`src/rtl/fpu_add_pkg.sv`:
```
// ---------------------------------------------------------------------------
// fpu_add_pkg
// Shared types and constants for the single-precision FP add issue stage:
// sequencer states, rounding-mode encodings, binary32 field widths, the
// canonical quiet NaN, operand classes and fflags bit positions.
// ---------------------------------------------------------------------------
package fpu_add_pkg;

   typedef enum logic [1:0] {
      ST_IDLE  = 2'd0,
      ST_ISSUE = 2'd1,
      ST_WAIT  = 2'd2,
      ST_RESP  = 2'd3
   } state_t;

   // Rounding-mode encodings; 5 and 6 are reserved, 7 selects the CSR value.
   localparam logic [2:0] RM_RNE = 3'd0;
   localparam logic [2:0] RM_RTZ = 3'd1;
   localparam logic [2:0] RM_RDN = 3'd2;
   localparam logic [2:0] RM_RUP = 3'd3;
   localparam logic [2:0] RM_RMM = 3'd4;
   localparam logic [2:0] RM_DYN = 3'd7;

   localparam int EXP_W  = 8;
   localparam int MANT_W = 23;
   localparam int FP_W   = 1 + EXP_W + MANT_W;

   localparam logic [FP_W-1:0] QNAN = 32'h7FC0_0000;

   // fflags = {NV, DZ, OF, UF, NX}
   localparam int FFLAG_W  = 5;
   localparam int FFLAG_NV = 4;
   localparam int FFLAG_DZ = 3;
   localparam int FFLAG_OF = 2;
   localparam int FFLAG_UF = 1;
   localparam int FFLAG_NX = 0;

   // Operand classes produced by fpu_add_classify (subnormals are FINITE).
   typedef enum logic [2:0] {
      CLS_FINITE = 3'd0,
      CLS_ZERO   = 3'd1,
      CLS_INF    = 3'd2,
      CLS_SNAN   = 3'd3,
      CLS_QNAN   = 3'd4
   } fp_class_t;

   function automatic logic [2:0] rm_resolve(input logic [2:0] rm, input logic [2:0] dyn);
      return (rm == RM_DYN) ? dyn : rm;
   endfunction

   function automatic logic rm_is_legal(input logic [2:0] rm);
      return rm <= RM_RMM;
   endfunction

endpackage

```
`src/rtl/fpu_add_classify.sv`:
```
// ---------------------------------------------------------------------------
// fpu_add_classify
// Purely combinational classification of one binary32 operand.
//   op   in  32 : operand
//   sign out 1  : sign bit
//   cls  out 3  : fp_class_t code (FINITE, ZERO, INF, SNAN, QNAN)
// ---------------------------------------------------------------------------
module fpu_add_classify
   import fpu_add_pkg::*;
(
   input  logic [FP_W-1:0] op,
   output logic            sign,
   output logic [2:0]      cls
);

   logic [EXP_W-1:0]  exp_f;
   logic [MANT_W-1:0] mant_f;

   assign sign   = op[FP_W-1];
   assign exp_f  = op[FP_W-2:MANT_W];
   assign mant_f = op[MANT_W-1:0];

   always_comb begin
      // NOTE: default assigned first so every path drives cls and no latch is inferred.
      cls = CLS_FINITE;
      if (exp_f == '1) begin
         if (mant_f == '0)
            cls = CLS_INF;
         else if (mant_f[MANT_W-1])
            cls = CLS_QNAN;
         else
            cls = CLS_SNAN;
      end else if (exp_f == '0 && mant_f == '0) begin
         cls = CLS_ZERO;
      end
   end

endmodule

```
`src/rtl/fpu_add_issue.sv`:
```
// ---------------------------------------------------------------------------
// fpu_add_issue
// Request sequencer in front of the binary32 adder. Accepts FADD/FSUB over
// valid/ready, resolves the dynamic rounding mode, folds FSUB into a sign
// flip of B, computes NV, fires a one-cycle add_req and holds the adder's
// result in a response register until writeback takes it.
//   clk, rst_n                     : clock, async active-low reset
//   req_valid/req_ready            : request handshake
//   req_op, req_rm, req_a, req_b,
//   req_tag, frm                   : request payload, CSR rounding mode
//   add_req, add_rm, add_a, add_b  : adder request (add_b has effective sign)
//   add_valid, add_out             : adder result, one cycle after add_req
//   rsp_valid/rsp_ready            : response handshake
//   rsp_result, rsp_tag,
//   rsp_fflags, rsp_illegal        : response payload
//   protocol_err                   : sticky, add_valid seen outside WAIT
// ---------------------------------------------------------------------------
module fpu_add_issue
   import fpu_add_pkg::*;
#(
   parameter int FP_SIZE = 32,
   parameter int TAG_W   = 5
)(
   input  logic               clk,
   input  logic               rst_n,
   input  logic               req_valid,
   output logic               req_ready,
   input  logic               req_op,
   input  logic [2:0]         req_rm,
   input  logic [FP_SIZE-1:0] req_a,
   input  logic [FP_SIZE-1:0] req_b,
   input  logic [TAG_W-1:0]   req_tag,
   input  logic [2:0]         frm,
   output logic               add_req,
   output logic [2:0]         add_rm,
   output logic [FP_SIZE-1:0] add_a,
   output logic [FP_SIZE-1:0] add_b,
   input  logic               add_valid,
   input  logic [FP_SIZE-1:0] add_out,
   output logic               rsp_valid,
   input  logic               rsp_ready,
   output logic [FP_SIZE-1:0] rsp_result,
   output logic [TAG_W-1:0]   rsp_tag,
   output logic [4:0]         rsp_fflags,
   output logic               rsp_illegal,
   output logic               protocol_err
);

   state_t             state_q, state_d;
   logic [FP_SIZE-1:0] a_q, b_q, result_q, b_eff;
   logic [2:0]         rm_q, rm_res;
   logic [TAG_W-1:0]   tag_q;
   logic               nv_q, illegal_q, perr_q;
   logic               rm_ok, accept, nv_calc;
   logic               sign_a, sign_b;
   logic [2:0]         cls_a, cls_b;

   // FSUB becomes an add of -B; classification and NV use this effective B.
   assign b_eff     = req_b ^ {req_op, {(FP_SIZE-1){1'b0}}};
   assign rm_res    = rm_resolve(req_rm, frm);
   assign rm_ok     = rm_is_legal(rm_res);
   assign req_ready = (state_q == ST_IDLE) || (state_q == ST_RESP && rsp_ready);
   assign accept    = req_valid && req_ready;

   fpu_add_classify u_cls_a (.op(req_a), .sign(sign_a), .cls(cls_a));
   fpu_add_classify u_cls_b (.op(b_eff), .sign(sign_b), .cls(cls_b));

   assign nv_calc = (cls_a == CLS_SNAN) || (cls_b == CLS_SNAN) ||
                    (cls_a == CLS_INF && cls_b == CLS_INF && sign_a != sign_b);

   // An illegal rm skips the adder and lands straight in RESP; leaving RESP
   // with a new accept avoids an idle bubble.
   always_comb begin
      state_d = state_q;
      if (accept) begin
         state_d = rm_ok ? ST_ISSUE : ST_RESP;
      end else begin
         case (state_q)
            ST_ISSUE: state_d = ST_WAIT;
            ST_WAIT:  if (add_valid) state_d = ST_RESP;
            ST_RESP:  if (rsp_ready) state_d = ST_IDLE;
            default:  state_d = state_q;
         endcase
      end
   end

   always_ff @(posedge clk or negedge rst_n) begin
      if (!rst_n)
         state_q <= ST_IDLE;
      else
         // NOTE: non-blocking so every register samples pre-edge values.
         state_q <= state_d;
   end

   always_ff @(posedge clk or negedge rst_n) begin
      if (!rst_n) begin
         // NOTE: data registers are reset as well, so add_* and rsp_* read 0 out of reset.
         a_q       <= '0;
         b_q       <= '0;
         rm_q      <= RM_RNE;
         tag_q     <= '0;
         nv_q      <= 1'b0;
         illegal_q <= 1'b0;
         result_q  <= '0;
         perr_q    <= 1'b0;
      end else begin
         if (accept) begin
            a_q       <= req_a;
            b_q       <= b_eff;
            // Keep add_rm a legal encoding even when the request is rejected.
            rm_q      <= rm_ok ? rm_res : RM_RNE;
            tag_q     <= req_tag;
            nv_q      <= rm_ok && nv_calc;
            illegal_q <= !rm_ok;
            if (!rm_ok)
               result_q <= '0;
         end
         if (state_q == ST_WAIT && add_valid)
            result_q <= add_out;
         if (add_valid && state_q != ST_WAIT)
            perr_q <= 1'b1;
      end
   end

   assign add_req      = (state_q == ST_ISSUE);
   assign add_a        = a_q;
   assign add_b        = b_q;
   assign add_rm       = rm_q;
   assign rsp_valid    = (state_q == ST_RESP);
   assign rsp_result   = result_q;
   assign rsp_tag      = tag_q;
   assign rsp_illegal  = illegal_q;
   assign protocol_err = perr_q;

   always_comb begin
      rsp_fflags           = '0;
      rsp_fflags[FFLAG_NV] = nv_q;
   end

endmodule

```
`config.mk`:
```
export PLATFORM = sky130hd
export DESIGN_NAME = fpu_add_issue
export DESIGN_NICKNAME = d
export VERILOG_FILES = /design/src/rtl/fpu_add_pkg.sv /design/src/rtl/fpu_add_classify.sv /design/src/rtl/fpu_add_issue.sv
export SDC_FILE = /design/constraint.sdc
export NUM_CORES = 1
export LEC_CHECK = 0
export BUFFER_PORTS_ARGS = -buffer_cell sky130_fd_sc_hd__buf_2
export CAP_MARGIN = 20
export CORE_MARGIN = 3
export CORE_UTILIZATION = 50
export CTS_BUF_LIST = sky130_fd_sc_hd__clkbuf_8
export CTS_CLUSTER_DIAMETER = 150
export CTS_CLUSTER_SIZE = 14
export DETAILED_ROUTE_END_ITERATION = 8
export HOLD_SLACK_MARGIN = 0.02
export PLACE_DENSITY = 0.95
export SLEW_MARGIN = 15
export SYNTH_ARGS = -nofsm -noshare
export SYNTH_HDL_FRONTEND = slang
export SYNTH_SLANG_ARGS = --single-unit
```
`constraint.sdc`:
```
create_clock -name clk -period 4 [get_ports clk]
set_input_delay 0.8 -clock clk [delete_from_list [all_inputs] [get_ports clk]]
set_output_delay 0.8 -clock clk [all_outputs]
set_load 0.02 [all_outputs]
```
==> reports/results.tsv <==
stage	metric	value	unit
status	status	finished clean	
synthesis	cells after synthesis	445	
routing	DR DRC count	0	
cts	CTS tree	done	
timing	Slew Viols, Final	0	
placement	placer congestion estimate	0.854	
final_layout	nets	769	
power	Seq pwr share	40.2	%
placement	input/output buffers	222	
critical_path	worst path arrival time	2620	ps
cts	Root Driver	clkbuf_8	
critical_path	R2R depth	4	
routing	via count	3990	
die	Core Area	8340	µm²
placement	DP Worst Slack	1250	ps
final_layout	share of post-route cells with drive strength above 1	37.4	%
synthesis	synth top area cells	dfrtp_1 63%, nand2_1 19%, a22o_1 6.7%	
power	Psw	2.08	mW
power	Gate power share	45.7	%
min_path	worst hold path class	reg2reg	
global_route	maximum number of pins on one net before global-route repair	57	
die	Initial Util	52.0	%
cts	postcts setup bufs	0	
synthesis	#FFs+latches synth	109	
cts	Resize count post-CTS	0	
timing	Slew HR	24.7	%
global_route	first-pass GRT wire length	18900	µm
cts	Max H-tree Level	3	
synthesis	Syn Area/Cell	9.75	µm²
synthesis	top-area cell type share of the netlist area	62.9	%
critical_path	Critical Path RT	4240	ps
final_layout	most common cell after layout, fill and taps aside	buf_2	
power	Clock Power Share	14.1	%
global_route	vias in the first global route	3974	
routing	Final ANT Viol Nets	0	
cts	CTS buffer count	9	
die	DIE AREA	9830	µm²
global_route	initial antenna violation count	0	
routing	drt pass-1 iters	4	
routing	Iteration-0 DRC Markers	140	
critical_path	worst-path fanout max	43	
critical_path	CP Launch Type	flop	
power	maximum VDD drop	0.000612	V
timing	final setup margin	1620	ps
die	Die W	99.2	µm
timing	Final Skew	15.4	ps
critical_path	WS Path Type	reg2reg	
timing	crit path time final	2380	ps
die	die height	99.2	µm
final_layout	Area growth syn-to-layout	31.3	%
routing	final WL	11900	µm
synthesis	library cells used by synthesis	31	
power	LEAKAGE	3.30	nW
timing	Fin. Hold Viols	0	
cts	CTS sink cnt	109	
routing	wire per inst	15.6	µm
synthesis	Synth Cell Area	4340	µm²
power	power density of the placed cells	818	nW/µm²
timing	Least-Margin Pin Slew	1130	ps
timing	fin crit share	59.5	%
power	total internal power	2.58	mW
power	sw frac	44.6	%
cts	Clk Latency, worst-skew pair	360	ps
timing	Fmax	420	MHz
min_path	WHS Path Cells	1	
routing	via/cell ratio	5.21	
synthesis	yosys warns	0	
timing	setup TNS	0	ps
placement	DPL Wire Length	9040	µm
timing	final hold slack	473	ps
global_route	gr usage total	23.9	%
die	Ports	227	
cts	Max Buffers Root-to-Sink	2	
synthesis	cell taking the most area after synthesis	dfrtp_1	
final_layout	Diodes inserted	0	
flow_run	max_cap viols	0	
cts	hold_buf cts	0	
global_route	total grt overflow	0	
timing	RSZ-0062 raised after global routing	no	
synthesis	sequential cell area fraction in the yosys report	62.9	%
timing	setup violators final	0	
final_layout	most frequent cells in the layout	221 x buf_2, 218 x nand2_1, 109 x dfrtp_1, 33 x a22o_1, 11 x nor4_1	
cts	Worst-path clk slew	110	ps
die	num rows	33	
critical_path	Setup crit end kind	flop	
cells in the mapped netlist:
master    number
o31ai_1        1
o21ai_0        7
xnor3_1        1
a31oi_1        1
nand2b_1       1
o22ai_1        1
inv_1          3
dfrtp_1      109
nand2_1      218
and3_1         2
a311oi_2       1
clkbuf_1      13
nand3_1        2
nor2b_1        2
a21oi_1        2
buf_4          8
a22o_1        33
o21ba_2        1
xnor2_1        1
and2_1         1
nand4b_1       1
nor2_1         5
a21bo_2        1
buf_2          7
nor4_1        11
nor3_1         4
a21o_1         2
a31o_2         1
nand4_1        3
nand3b_1       1
conb_1         1
state kept, by name, summed over array words and instances (netlist names):
signal        count
nv_q              1
add_a            32
protocol_err      1
rsp_illegal       1
add_b            32
add_rm            3
rsp_result       32
state_q           2
rsp_tag           5
cell type report:
type	instances	area (µm²)
Tap cell	105	131
Clock buffer	10	138
Clock inverter	6	65.1
Fill cell	670	2650
Multi-Input combinational cell	308	1470
Timing Repair Buffer	225	1150
Sequential cell	109	2730
Inverter	3	11.3
final timing paths:
check	start	slack, ps	to
hold reg to reg	protocol_err	470	protocol_err
min in group asynchronous	rst_n	480	add_b[25]
setup / recovery	state_q[1]	1620	rsp_result[9]
hold / removal	protocol_err	470	protocol_err
max in group asynchronous	rst_n	2770	add_b[20]
setup reg to reg	state_q[1]	1620	rsp_result[9]
power groups by stage:
stage / registers, mW / logic, mW / clock network (mW)
floorplan: 2.46 / 0.786 / 0
global placement: 1.87 / 2.08 / 0
detailed placement: 1.88 / 2.16 / 0
CTS: 1.87 / 2.15 / 0.672
global route: 1.93 / 2.31 / 0.720
finish: 1.87 / 2.13 / 0.656
metal layers:
metal / wire length, µm / global-route usage (%) / part of all wire, % / vias to the layer above
met2: 6030 / 41.0 / 51 / 192
met4: 201 / 7.04 / 1.7 / 0
met3: 996 / 6.17 / 8.4 / 16
met1: 4700 / 30.1 / 39 / 1912
li1: - / - / - / 1870
met5: 0 / 0 / 0 / -
cells by family (layout without fill, tap and decap cells):
logic type	Yosys count	count (layout)	synth area share, %
simple gates	251	251	23.2
xor+xnor	2	2	0.721
other cells	1	4	0.0864
buf+inv	31	244	3.58
compound gates	51	51	9.52
flops	109	109	62.9
worst max-delay path: stages (launching register included):
cell     delay [ps]
dfrtp_1         460
a21bo_2         240
nand3_2         630
o21ba_2         670
a22o_1          270
per-stage QoR:
stage | cells | area [µm²] | utilization (%) | power, mW
CTS | 766 | 5700 | 68.3 | 4.70
floorplan | 448 | 4350 | - | 3.25
finish | 766 | 5700 | 68.3 | 4.66
detailed placement | 750 | 5490 | 65.9 | 4.04
global route | 766 | 5700 | 68.3 | 4.96
global placement | 750 | 5490 | 65.9 | 3.94
Note: power is estimated with default switching activity, not from simulation.
